===== src/rtl/my_rx_pkg.sv =====
// Shared types for the receive deframer: FIFO entry layout and FSM state encoding.
package my_rx_pkg;

  typedef struct packed {
    logic       err;
    logic       last;
    logic [7:0] data;
  } rx_entry_t;

  typedef enum logic [1:0] {
    IDLE    = 2'd0,
    ACTIVE  = 2'd1,
    DISCARD = 2'd2
  } rx_state_e;

endpackage


===== src/rtl/my_rx_fifo.sv =====
// First-word fall-through FIFO of rx_entry_t; the head entry is always visible on rdata.
module my_rx_fifo
  import my_rx_pkg::*;
#(
  parameter  int DEPTH = 16,
  localparam int AW    = $clog2(DEPTH)
) (
  input  logic      clk,
  input  logic      rst_n,
  input  logic      push,
  input  rx_entry_t wdata,
  input  logic      pop,
  output rx_entry_t rdata,
  output logic [AW:0] count,
  output logic      empty,
  output logic      full
);

  logic [AW-1:0] wr_ptr_q, wr_ptr_d;
  logic [AW-1:0] rd_ptr_q, rd_ptr_d;
  logic [AW:0]   count_q, count_d;
  rx_entry_t     mem_q [DEPTH];
  logic          do_push, do_pop;

  assign empty   = (count_q == '0);
  assign full    = (count_q == (AW+1)'(DEPTH));
  assign do_push = push && !full;
  assign do_pop  = pop && !empty;
  assign count   = count_q;
  assign rdata   = mem_q[rd_ptr_q];

  // Pointers are exactly AW bits wide, so they wrap modulo DEPTH on their own.
  always_comb begin
    wr_ptr_d = wr_ptr_q;
    rd_ptr_d = rd_ptr_q;
    count_d  = count_q;
    if (do_push) wr_ptr_d = wr_ptr_q + 1'b1;
    if (do_pop)  rd_ptr_d = rd_ptr_q + 1'b1;
    case ({do_push, do_pop})
      2'b10:   count_d = count_q + 1'b1;
      2'b01:   count_d = count_q - 1'b1;
      default: count_d = count_q;
    endcase
  end

  always_ff @(posedge clk or negedge rst_n) begin
    if (!rst_n) begin
      wr_ptr_q <= '0;
      rd_ptr_q <= '0;
      count_q  <= '0;
    end else begin
      wr_ptr_q <= wr_ptr_d;
      rd_ptr_q <= rd_ptr_d;
      count_q  <= count_d;
    end
  end

  always_ff @(posedge clk) begin
    if (do_push) mem_q[wr_ptr_q] <= wdata;
  end

endmodule


===== src/rtl/my_rx_deframer.sv =====
// Receive deframer: hold register, commit FSM, frame/drop counters and sticky overflow
// in front of an FWFT FIFO that replays bytes with end-of-frame marking.
//
// state   | meaning
// IDLE    | no frame open
// ACTIVE  | current frame has committed bytes in the FIFO
// DISCARD | rest of the current frame is being dropped
module my_rx_deframer
  import my_rx_pkg::*;
#(
  parameter int DEPTH = 16,
  parameter int CNT_W = 16
) (
  input  logic             clk,
  input  logic             rst_n,
  input  logic [7:0]       in_data,
  input  logic             in_valid,
  output logic [7:0]       out_data,
  output logic             out_last,
  output logic             out_err,
  output logic             out_valid,
  input  logic             out_ready,
  output logic             overflow,
  output logic [CNT_W-1:0] drop_cnt,
  output logic [CNT_W-1:0] frame_cnt
);

  localparam int AW = $clog2(DEPTH);

  rx_state_e        state_q, state_d;
  logic [7:0]       h_data_q, h_data_d;
  logic             h_vld_q, h_vld_d;
  logic             ovf_q, ovf_d;
  logic [CNT_W-1:0] drop_cnt_q, drop_cnt_d;
  logic [CNT_W-1:0] frame_cnt_q, frame_cnt_d;

  logic      is_last;
  logic      push, drop_inc, frame_inc;
  rx_entry_t wr_entry, head;
  logic [AW:0] fifo_count, free;
  logic      fifo_empty, fifo_full;

  assign is_last = !in_valid;
  // Free space deliberately ignores a pop happening on the same edge.
  assign free    = (AW+1)'(DEPTH) - fifo_count;

  always_comb begin
    state_d   = state_q;
    ovf_d     = ovf_q;
    push      = 1'b0;
    wr_entry  = '0;
    drop_inc  = 1'b0;
    frame_inc = 1'b0;
    if (h_vld_q) begin
      if (state_q == DISCARD) begin
        drop_inc = 1'b1;
        if (is_last) state_d = IDLE;
      end else if (fifo_full) begin
        drop_inc = 1'b1;
        ovf_d    = 1'b1;
        state_d  = is_last ? IDLE : DISCARD;
      end else if (is_last) begin
        push      = 1'b1;
        wr_entry  = '{err: 1'b0, last: 1'b1, data: h_data_q};
        frame_inc = 1'b1;
        state_d   = IDLE;
      end else if (free == (AW+1)'(1)) begin
        // Last free slot: close the frame as truncated so the consumer sees an end.
        push      = 1'b1;
        wr_entry  = '{err: 1'b1, last: 1'b1, data: h_data_q};
        frame_inc = 1'b1;
        ovf_d     = 1'b1;
        state_d   = DISCARD;
      end else begin
        push     = 1'b1;
        wr_entry = '{err: 1'b0, last: 1'b0, data: h_data_q};
        state_d  = ACTIVE;
      end
    end
  end

  always_comb begin
    h_vld_d     = in_valid;
    h_data_d    = in_valid ? in_data : h_data_q;
    drop_cnt_d  = drop_cnt_q;
    frame_cnt_d = frame_cnt_q;
    if (drop_inc && (drop_cnt_q != '1)) drop_cnt_d = drop_cnt_q + CNT_W'(1);
    if (frame_inc) frame_cnt_d = frame_cnt_q + CNT_W'(1);
  end

  always_ff @(posedge clk or negedge rst_n) begin
    if (!rst_n) begin
      state_q     <= IDLE;
      h_data_q    <= '0;
      h_vld_q     <= 1'b0;
      ovf_q       <= 1'b0;
      drop_cnt_q  <= '0;
      frame_cnt_q <= '0;
    end else begin
      state_q     <= state_d;
      h_data_q    <= h_data_d;
      h_vld_q     <= h_vld_d;
      ovf_q       <= ovf_d;
      drop_cnt_q  <= drop_cnt_d;
      frame_cnt_q <= frame_cnt_d;
    end
  end

  my_rx_fifo #(.DEPTH(DEPTH)) u_fifo (
    .clk   (clk),
    .rst_n (rst_n),
    .push  (push),
    .wdata (wr_entry),
    .pop   (out_ready),
    .rdata (head),
    .count (fifo_count),
    .empty (fifo_empty),
    .full  (fifo_full)
  );

  // Egress is forced to zero when empty so stale memory never shows on the port.
  assign out_valid = !fifo_empty;
  assign out_data  = out_valid ? head.data : 8'h00;
  assign out_last  = out_valid && head.last;
  assign out_err   = out_valid && head.err;
  assign overflow  = ovf_q;
  assign drop_cnt  = drop_cnt_q;
  assign frame_cnt = frame_cnt_q;

endmodule

===== config.mk =====
export PLATFORM = sky130hd
export DESIGN_NAME = my_rx_deframer
export DESIGN_NICKNAME = d
export VERILOG_FILES = /design/src/rtl/my_rx_pkg.sv /design/src/rtl/my_rx_fifo.sv /design/src/rtl/my_rx_deframer.sv
export SDC_FILE = /design/constraint.sdc
export NUM_CORES = 1
export LEC_CHECK = 0
export CORE_UTILIZATION = 40
export DETAILED_ROUTE_END_ITERATION = 10
export GPL_TIMING_DRIVEN = 0
export HOLD_SLACK_MARGIN = 0.12
export PLACE_DENSITY = 0.68
export SLEW_MARGIN = 0
export SYNTH_ARGS = -nofsm -noshare
export SYNTH_HDL_FRONTEND = slang
export SYNTH_SLANG_ARGS = --single-unit

===== constraint.sdc =====
create_clock -name clk -period 5.7 [get_ports clk]
set_clock_uncertainty 0.05 [all_clocks]
set_input_delay 0.57 -clock clk [delete_from_list [all_inputs] [get_ports clk]]
set_output_delay 0.57 -clock clk [all_outputs]
set_load 0.01 [all_outputs]

==> impl_metrics.tcl, run 1 <==
set metrics [dict create \
    cts_max_path_buffers 3 \
    clkTransAtPathRegs_ns 0.06 \
    syn_nets 543 \
    grt_pass1_wl_um 29350 \
    synth.top_cell.area_share 0.5353 \
    outcome "complete, no violations" \
    dr.pass1.iters 5 \
    worst_pin_slew_ns 1.199 \
    wl_per_cell_um 20.60 \
    grt_max_degree 40 \
    period_share 0.6576 \
    setup_viol 0 \
    synth.largest_area_cell "edfxtp_1" \
    intPower_mw 3.544 \
    viasPerCell 5.295 \
    ys_ff_latch 217 \
    power.switching_mw 1.556 \
    start_util 0.4100 \
    cts_tree "yes" \
    ys_warn_count 0 \
    hold_class "register to register" \
    die_height_um 151.8 \
    drt_iter0_markers 342 \
    synthCells 519 \
    dp_hpwl_um 11890 \
    rows 54 \
    fin_cells 896 \
    ys_seq_area_frac 0.6942 \
    fillers 1834 \
    ys_types 45 \
    clkLatencyLatePin_ns 0.51 \
    critPathCaptureType "primary output" \
    drcViolationCount 0 \
    fin_total_pwr_mw 5.100 \
    overflow 0 \
    track_usage 0.1636 \
    finalWirelength_um 18460 \
    cp_max_fo 10 \
    globalplace.congestion 0.8235 \
    clkPwrFrac 0.283 \
    syn_area_um2 8976 \
    cp.required_ns 5.08 \
    crit_type "register to primary output" \
    htreeDepth 1 \
    ir_drop_uv 225.4 \
    synthTopCellsByArea "edfxtp_1 (54%), dfrtp_1 (16%), mux4_2 (10%), xnor2_1 (2.7%), mux2i_1 (2.2%)" \
    rsz0062_at_grt "false" \
    core_area_um2 21890 \
    cts.sinks 217 \
    dp.cells 855 \
    nets 624 \
    die_x_um 151.8 \
    max_clock_freq_ghz 0.2668 \
    crit_path_start_kind "register" \
    antenna_found_initial 0 \
    timing.final.crit_period_ns 3.749 \
    tritoncts.num_buffers 22 \
    setup_tns_ns 0 \
    drive_above_1_share 0.1916 \
    syn2layout_area_growth_pct 18.67 \
    io_buffers 55 \
    avgSynthCellArea_um2 17.30 \
    finalHoldViolations 0 \
    num_antenna_cells 0 \
    io_pins 56 \
    vias 4744 \
    p_comb_frac 0.313 \
    swShare 0.3051 \
    drtAntennaViolNets 0 \
    r2r_slack_ns 2.22 \
    cts-root-buf "clkbuf_16" \
    grt_pass1_vias 5223 \
    cellPowerDensity_nw_per_um2 478.8 \
    slew_headroom 0.1975 \
    slew_violations 0 \
    p_leak_nw 3.796 \
    crit_arrival_ns 3.13 \
    seqPwrFrac 0.404 \
    post_cts_buffers 0 \
    dieArea_um2 23040 \
    maxCapViolCount 0 \
]
==> routing by layer <==
layer  wire length (um)  GRT usage  vias up
met2               9080     0.2762      151
met4                341    0.03571        0
met1               7844     0.2189     2425
li1                   -          -     2142
met5                  0          0        -
met3               1189    0.03309       26
==> path summary, 6_finish.rpt <==
path	start	end	cells past startpoint
setup / recovery	u_fifo.count[2]	out_last	8
hold / removal	overflow	overflow	2
setup reg to reg	u_fifo.count[2]	u_fifo.count[4]	16
hold reg to reg	overflow	overflow	2
max in group asynchronous	rst_n	h_data_q[3]	3
min in group asynchronous	rst_n	frame_cnt[10]	2
==> synthesized netlist by cell type (all sizes together) <==
| cell | number |
|---|---|
| xor2 | 13 |
| a2111oi | 1 |
| nand3 | 13 |
| or3 | 2 |
| o22ai | 12 |
| nand4 | 12 |
| mux2i | 20 |
| nand2b | 2 |
| and3 | 3 |
| inv | 14 |
| o21ai | 5 |
| clkbuf | 10 |
| buf | 16 |
| nor4 | 1 |
| nor3 | 14 |
| ha | 12 |
| o31ai | 1 |
| nor2 | 20 |
| a41oi | 1 |
| edfxtp | 160 |
| and2b | 2 |
| o211ai | 1 |
| mux2 | 12 |
| a21o | 1 |
| a21oi | 8 |
| nand2 | 21 |
| or2 | 1 |
| and2 | 10 |
| nor2b | 2 |
| a211oi | 1 |
| mux4 | 40 |
| and4 | 2 |
| xnor2 | 28 |
| dfrtp | 57 |
| o21a | 1 |
==> cell families after synthesis <==
| kind of cell | Yosys count | synth area share |
|---|---|---|
| compound gates | 32 | 0.02677 |
| xor+xnor | 41 | 0.04001 |
| mux | 72 | 0.1381 |
| flops | 217 | 0.6942 |
| buf+inv | 40 | 0.01993 |
| fa+ha+maj | 12 | 0.01673 |
| simple gates | 105 | 0.06426 |
==> final cells by class <==
type | count | area (um^2) | area share
plain buffers | 26 | 126.4 | 0.01186
repair buffers | 57 | 575.6 | 0.05403
clock buffers | 25 | 561.8 | 0.05274
inverters | 14 | 52.55 | 0.004934
multi-input cells | 262 | 2591 | 0.2433
flip-flops and latches | 217 | 6231 | 0.5850
clock inverters | 15 | 162.7 | 0.01527
well taps | 280 | 350.3 | 0.03289
==> repair_timing <==
item,4_1_cts,5_1_grt
hold buffers,1,0
endpoints found under the hold margin,18,0
gates resized for setup,0,0
==> metrics by stage <==
| step | hold slack [ns] | utilization | worst slack [ns] | cell area (um^2) |
|---|---|---|---|---|
| floorplan | 0.2244 | - | 2.656 | 8976 |
| global placement | 0.4103 | 0.4512 | 2.273 | 9877 |
| detailed placement | 0.4150 | 0.4530 | 2.253 | 9917 |
| CTS | 0.4358 | 0.4866 | 1.973 | 10650 |
| global route | 0.4561 | 0.4866 | 1.820 | 10650 |
| finish | 0.4353 | 0.4866 | 1.951 | 10650 |
==> power groups by stage <==
stage / registers [mW] / logic [mW] / clock network (mW)
3_5_place_dp: 2.09 / 1.61 / 0
5_1_grt: 2.08 / 1.73 / 1.53
6_report: 2.06 / 1.60 / 1.44
3_3_place_gp: 2.07 / 1.56 / 0
4_1_cts: 2.06 / 1.62 / 1.47
2_1_floorplan: 2.07 / 1.04 / 0
==> registers in the layout, indices dropped and copies added (netlist names) <==
register,count
frame_cnt,16
h_data_q,8
u_fifo.mem_q,160
state_q,2
u_fifo.count,5
u_fifo.rd_ptr_q,4
drop_cnt,16
u_fifo.wr_ptr_q,4
overflow,1
h_vld_q,1
==> cell usage in the layout (no fill, tap or decap), drive strengths merged, types with 2 or more instances in the layout <==
cell and instances:
clkbuf 35, xor2 13, ha 12, inv 14, nand4 12, mux2i 20
mux4 40, clkdlybuf4s50 54, nor2 20, and3 3, nand3 13, a21oi 8
clkinv 12, o21ai 5, edfxtp 160, xnor2 28, buf 18, or3 2
mux2 12, dfrtp 57, nand2b 2, nand2 21, and2b 2, o22ai 12
and4 2, nor3 14, nor2b 2, bufinv 3, and2 10
==> critical path, cell delays in order (launching register included) <==
cell,delay [ns]
dfrtp_1,0.35
clkbuf_2,0.16
or3_1,0.42
nor2_1,0.15
ha_1,0.24
or2_2,0.13
buf_1,0.40
o22ai_1,0.25
clkdlybuf4s50_1,0.52
Note: power is estimated with default switching activity, not from simulation.
==> run 2, diff against run 1 <==
PLACE_DENSITY = 0.7   (was 0.68)
clock period = 3.24 ns   (was 5.7 ns; I/O delays follow)
==> run 2 against run 1 <==
Setup slack got worse by 1.8 ns. Via count increased by 1.6%. Flip-flop and latch count unchanged. Critical endpoint is now out_data[6]. First-iteration DRC count increased by 2.3%. Cell count increased by 0.11%. Register-to-register slack got worse by 2.0 ns. Largest power group unchanged. Clock power increased by 87%. Utilization increased by 0.65 points. Die area unchanged. Final area increased by 1.3%. Combinational power increased by 79%. Largest cell class unchanged. Total power increased by 80%.
==> impl_metrics.tcl, run 2 (same netlist as run 1, synthesis figures left out) <==
set metrics [dict create \
    outcome "complete, no violations" \
    path_buf_inv 3 \
    cpLargestDelayFamily "buffers and inverters" \
    die_height_um 151.8 \
    dpl-instance-area_um2 9927 \
    start_util 0.4100 \
    viasPerCell 5.371 \
    grt_pass1_vias 5162 \
    wl_per_cell_um 20.29 \
    maxCapViolCount 0 \
    ir_drop_uv 400.8 \
    antenna_found_initial 1 \
    drtAntennaViolNets 0 \
    regMostFlops "u_fifo.mem_q" \
    die_x_um 151.8 \
    io_buffers 55 \
    period_share 0.9608 \
    dp_slack_ns -0.2130 \
    slew_violations 0 \
    overflow 0 \
    vias 4818 \
    r2r_slack_ns 0.19 \
    p_leak_nw 3.850 \
    slowest_delay_ns 0.51 \
    nets 624 \
    dr.pass1.iters 5 \
    finalWirelength_um 18200 \
    tritoncts.num_buffers 23 \
    globalplace.congestion 0.8255 \
    worst_pin_slew_ns 1.163 \
    cts-root-buf "clkbuf_16" \
    final_cell_mix "edfxtp_1 (160), dfrtp_1 (57), clkdlybuf4s50_1 (54)" \
    num_antenna_cells 0 \
    slowest_stage "clkdlybuf4s50_1" \
    grt_max_degree 34 \
    max_clock_freq_ghz 0.3212 \
    cp.required_ns 2.87 \
    stdcell_area_um2 10790 \
    crit_path_start_kind "register" \
    grt_pass1_wl_um 29240 \
    clkLatencyLatePin_ns 0.51 \
    setup_viol 0 \
    dp.cells 856 \
    r2r-start "u_fifo.count[2]" \
    finalHoldViolations 0 \
    dp_hpwl_um 11740 \
    crit_chain "clkbuf_2 -> or3_4 -> nor2_4 -> ha_2 -> inv_1 -> nand2_4 -> o22ai_1 -> clkdlybuf4s50_1" \
    final_util 0.4931 \
    io_pins 56 \
    cts_tree "yes" \
    crit_arrival_ns 2.74 \
    htreeDepth 1 \
    fin_cells 897 \
    cts_max_path_buffers 3 \
    cellPowerDensity_nw_per_um2 852.5 \
    timing.final.crit_period_ns 3.113 \
    clkTransAtPathRegs_ns 0.06 \
    slew_headroom 0.2221 \
    drive_above_1_share 0.2172 \
    dieArea_um2 23040 \
    cp_max_fo 10 \
    reg2reg_to "u_fifo.count[2]" \
    critPathCaptureType "primary output" \
    rows 54 \
    syn2layout_area_growth_pct 20.25 \
    final_common_cell "edfxtp_1" \
    post_cts_buffers 0 \
    track_usage 0.1640 \
    drt_iter0_markers 350 \
    rr_worst_depth 15 \
    largest_reg_flops 160 \
    holdWs_ns 0.3788 \
    timing.final.ws_setup_ns 0.1271 \
    core_area_um2 21890 \
    cts.sinks 217 \
    hold_class "primary input to asynchronous set/reset pin" \
    drcViolationCount 0 \
    crit_type "register to primary output" \
]
run 2: changes by cell type in the layout (fill, tap and decap cells not counted), moves of 3 or more:
cell,change
buf_2,-3
ha_1,-4
clkbuf_2,+5
clkbuf_1,-7
buf_6,+4
run 2: timing repair:
| action | CTS | global route |
|---|---|---|
| gates resized for setup | 10 | 15 |
| endpoints found under the hold margin | 32 | 0 |
| pin swaps | 0 | 2 |
| cloned | 0 | 0 |
| hold buffers | 1 | 0 |
| setup endpoints to repair | 12 | 13 |
run 2: area by class of cell:
cell class / instances / area, um^2
Buffer: 24 / 147.6
Sequential cell: 217 / 6231
Fill cell: 1840 / 11100
Inverter: 14 / 52.55
Timing Repair Buffer: 58 / 590.6
Multi-Input combinational cell: 262 / 2639
Tap cell: 280 / 350.3
Clock buffer: 24 / 579.3
Clock inverter: 18 / 203.9
run 2: how the worst max path moves through the flow:
stage | start | slack (ns) | cells past startpoint | end
finish | u_fifo.count[2] | 0.13 | 8 | out_data[6]
global route | u_fifo.count[2] | -0.04 | 15 | u_fifo.count[2]
CTS | u_fifo.rd_ptr_q[0] | 0.005 | 6 | out_data[3]
detailed placement | u_fifo.count[2] | -0.21 | 16 | u_fifo.count[2]
global placement | u_fifo.count[2] | -0.11 | 8 | u_fifo.mem_q[3][4]
floorplan | u_fifo.count[2] | 0.20 | 16 | u_fifo.count[4]
run 2: routing by layer:
metal / track usage / part of all wire / vias to the layer above
met5: 0 / 0 / -
met4: 0.04762 / 0.025 / 0
met3: 0.02824 / 0.054 / 35
met2: 0.2784 / 0.50 / 168
met1: 0.2166 / 0.42 / 2466
li1: - / - / 2149
run 2: power by group:
part,internal [mW],switching (mW),total (mW)
sequential,3.43,0.203,3.63
combinational,1.37,1.51,2.87
clock,1.63,1.07,2.69
run 2: worst reg2reg max path, stage by stage, from the launching register on:
cell and delay [ns]:
dfrtp_1 0.36, clkbuf_2 0.17, or3_4 0.42, nor2_4 0.13, ha_4 0.18, nor3_2 0.07, buf_4 0.17, clkbuf_4 0.19
inv_1 0.12, ha_4 0.20, xor2_1 0.09, ha_2 0.20, a21oi_1 0.18, xor2_1 0.19, nor2_1 0.07, xor2_1 0.14
run 2: per-stage QoR:
step	power (mW)	TNS, ns
4_1_cts	9.243	0
3_3_place_gp	6.362	-1.739
2_1_floorplan	5.464	0
3_5_place_dp	6.509	-0.3933
5_1_grt	9.636	-0.06886
6_report	9.202	0
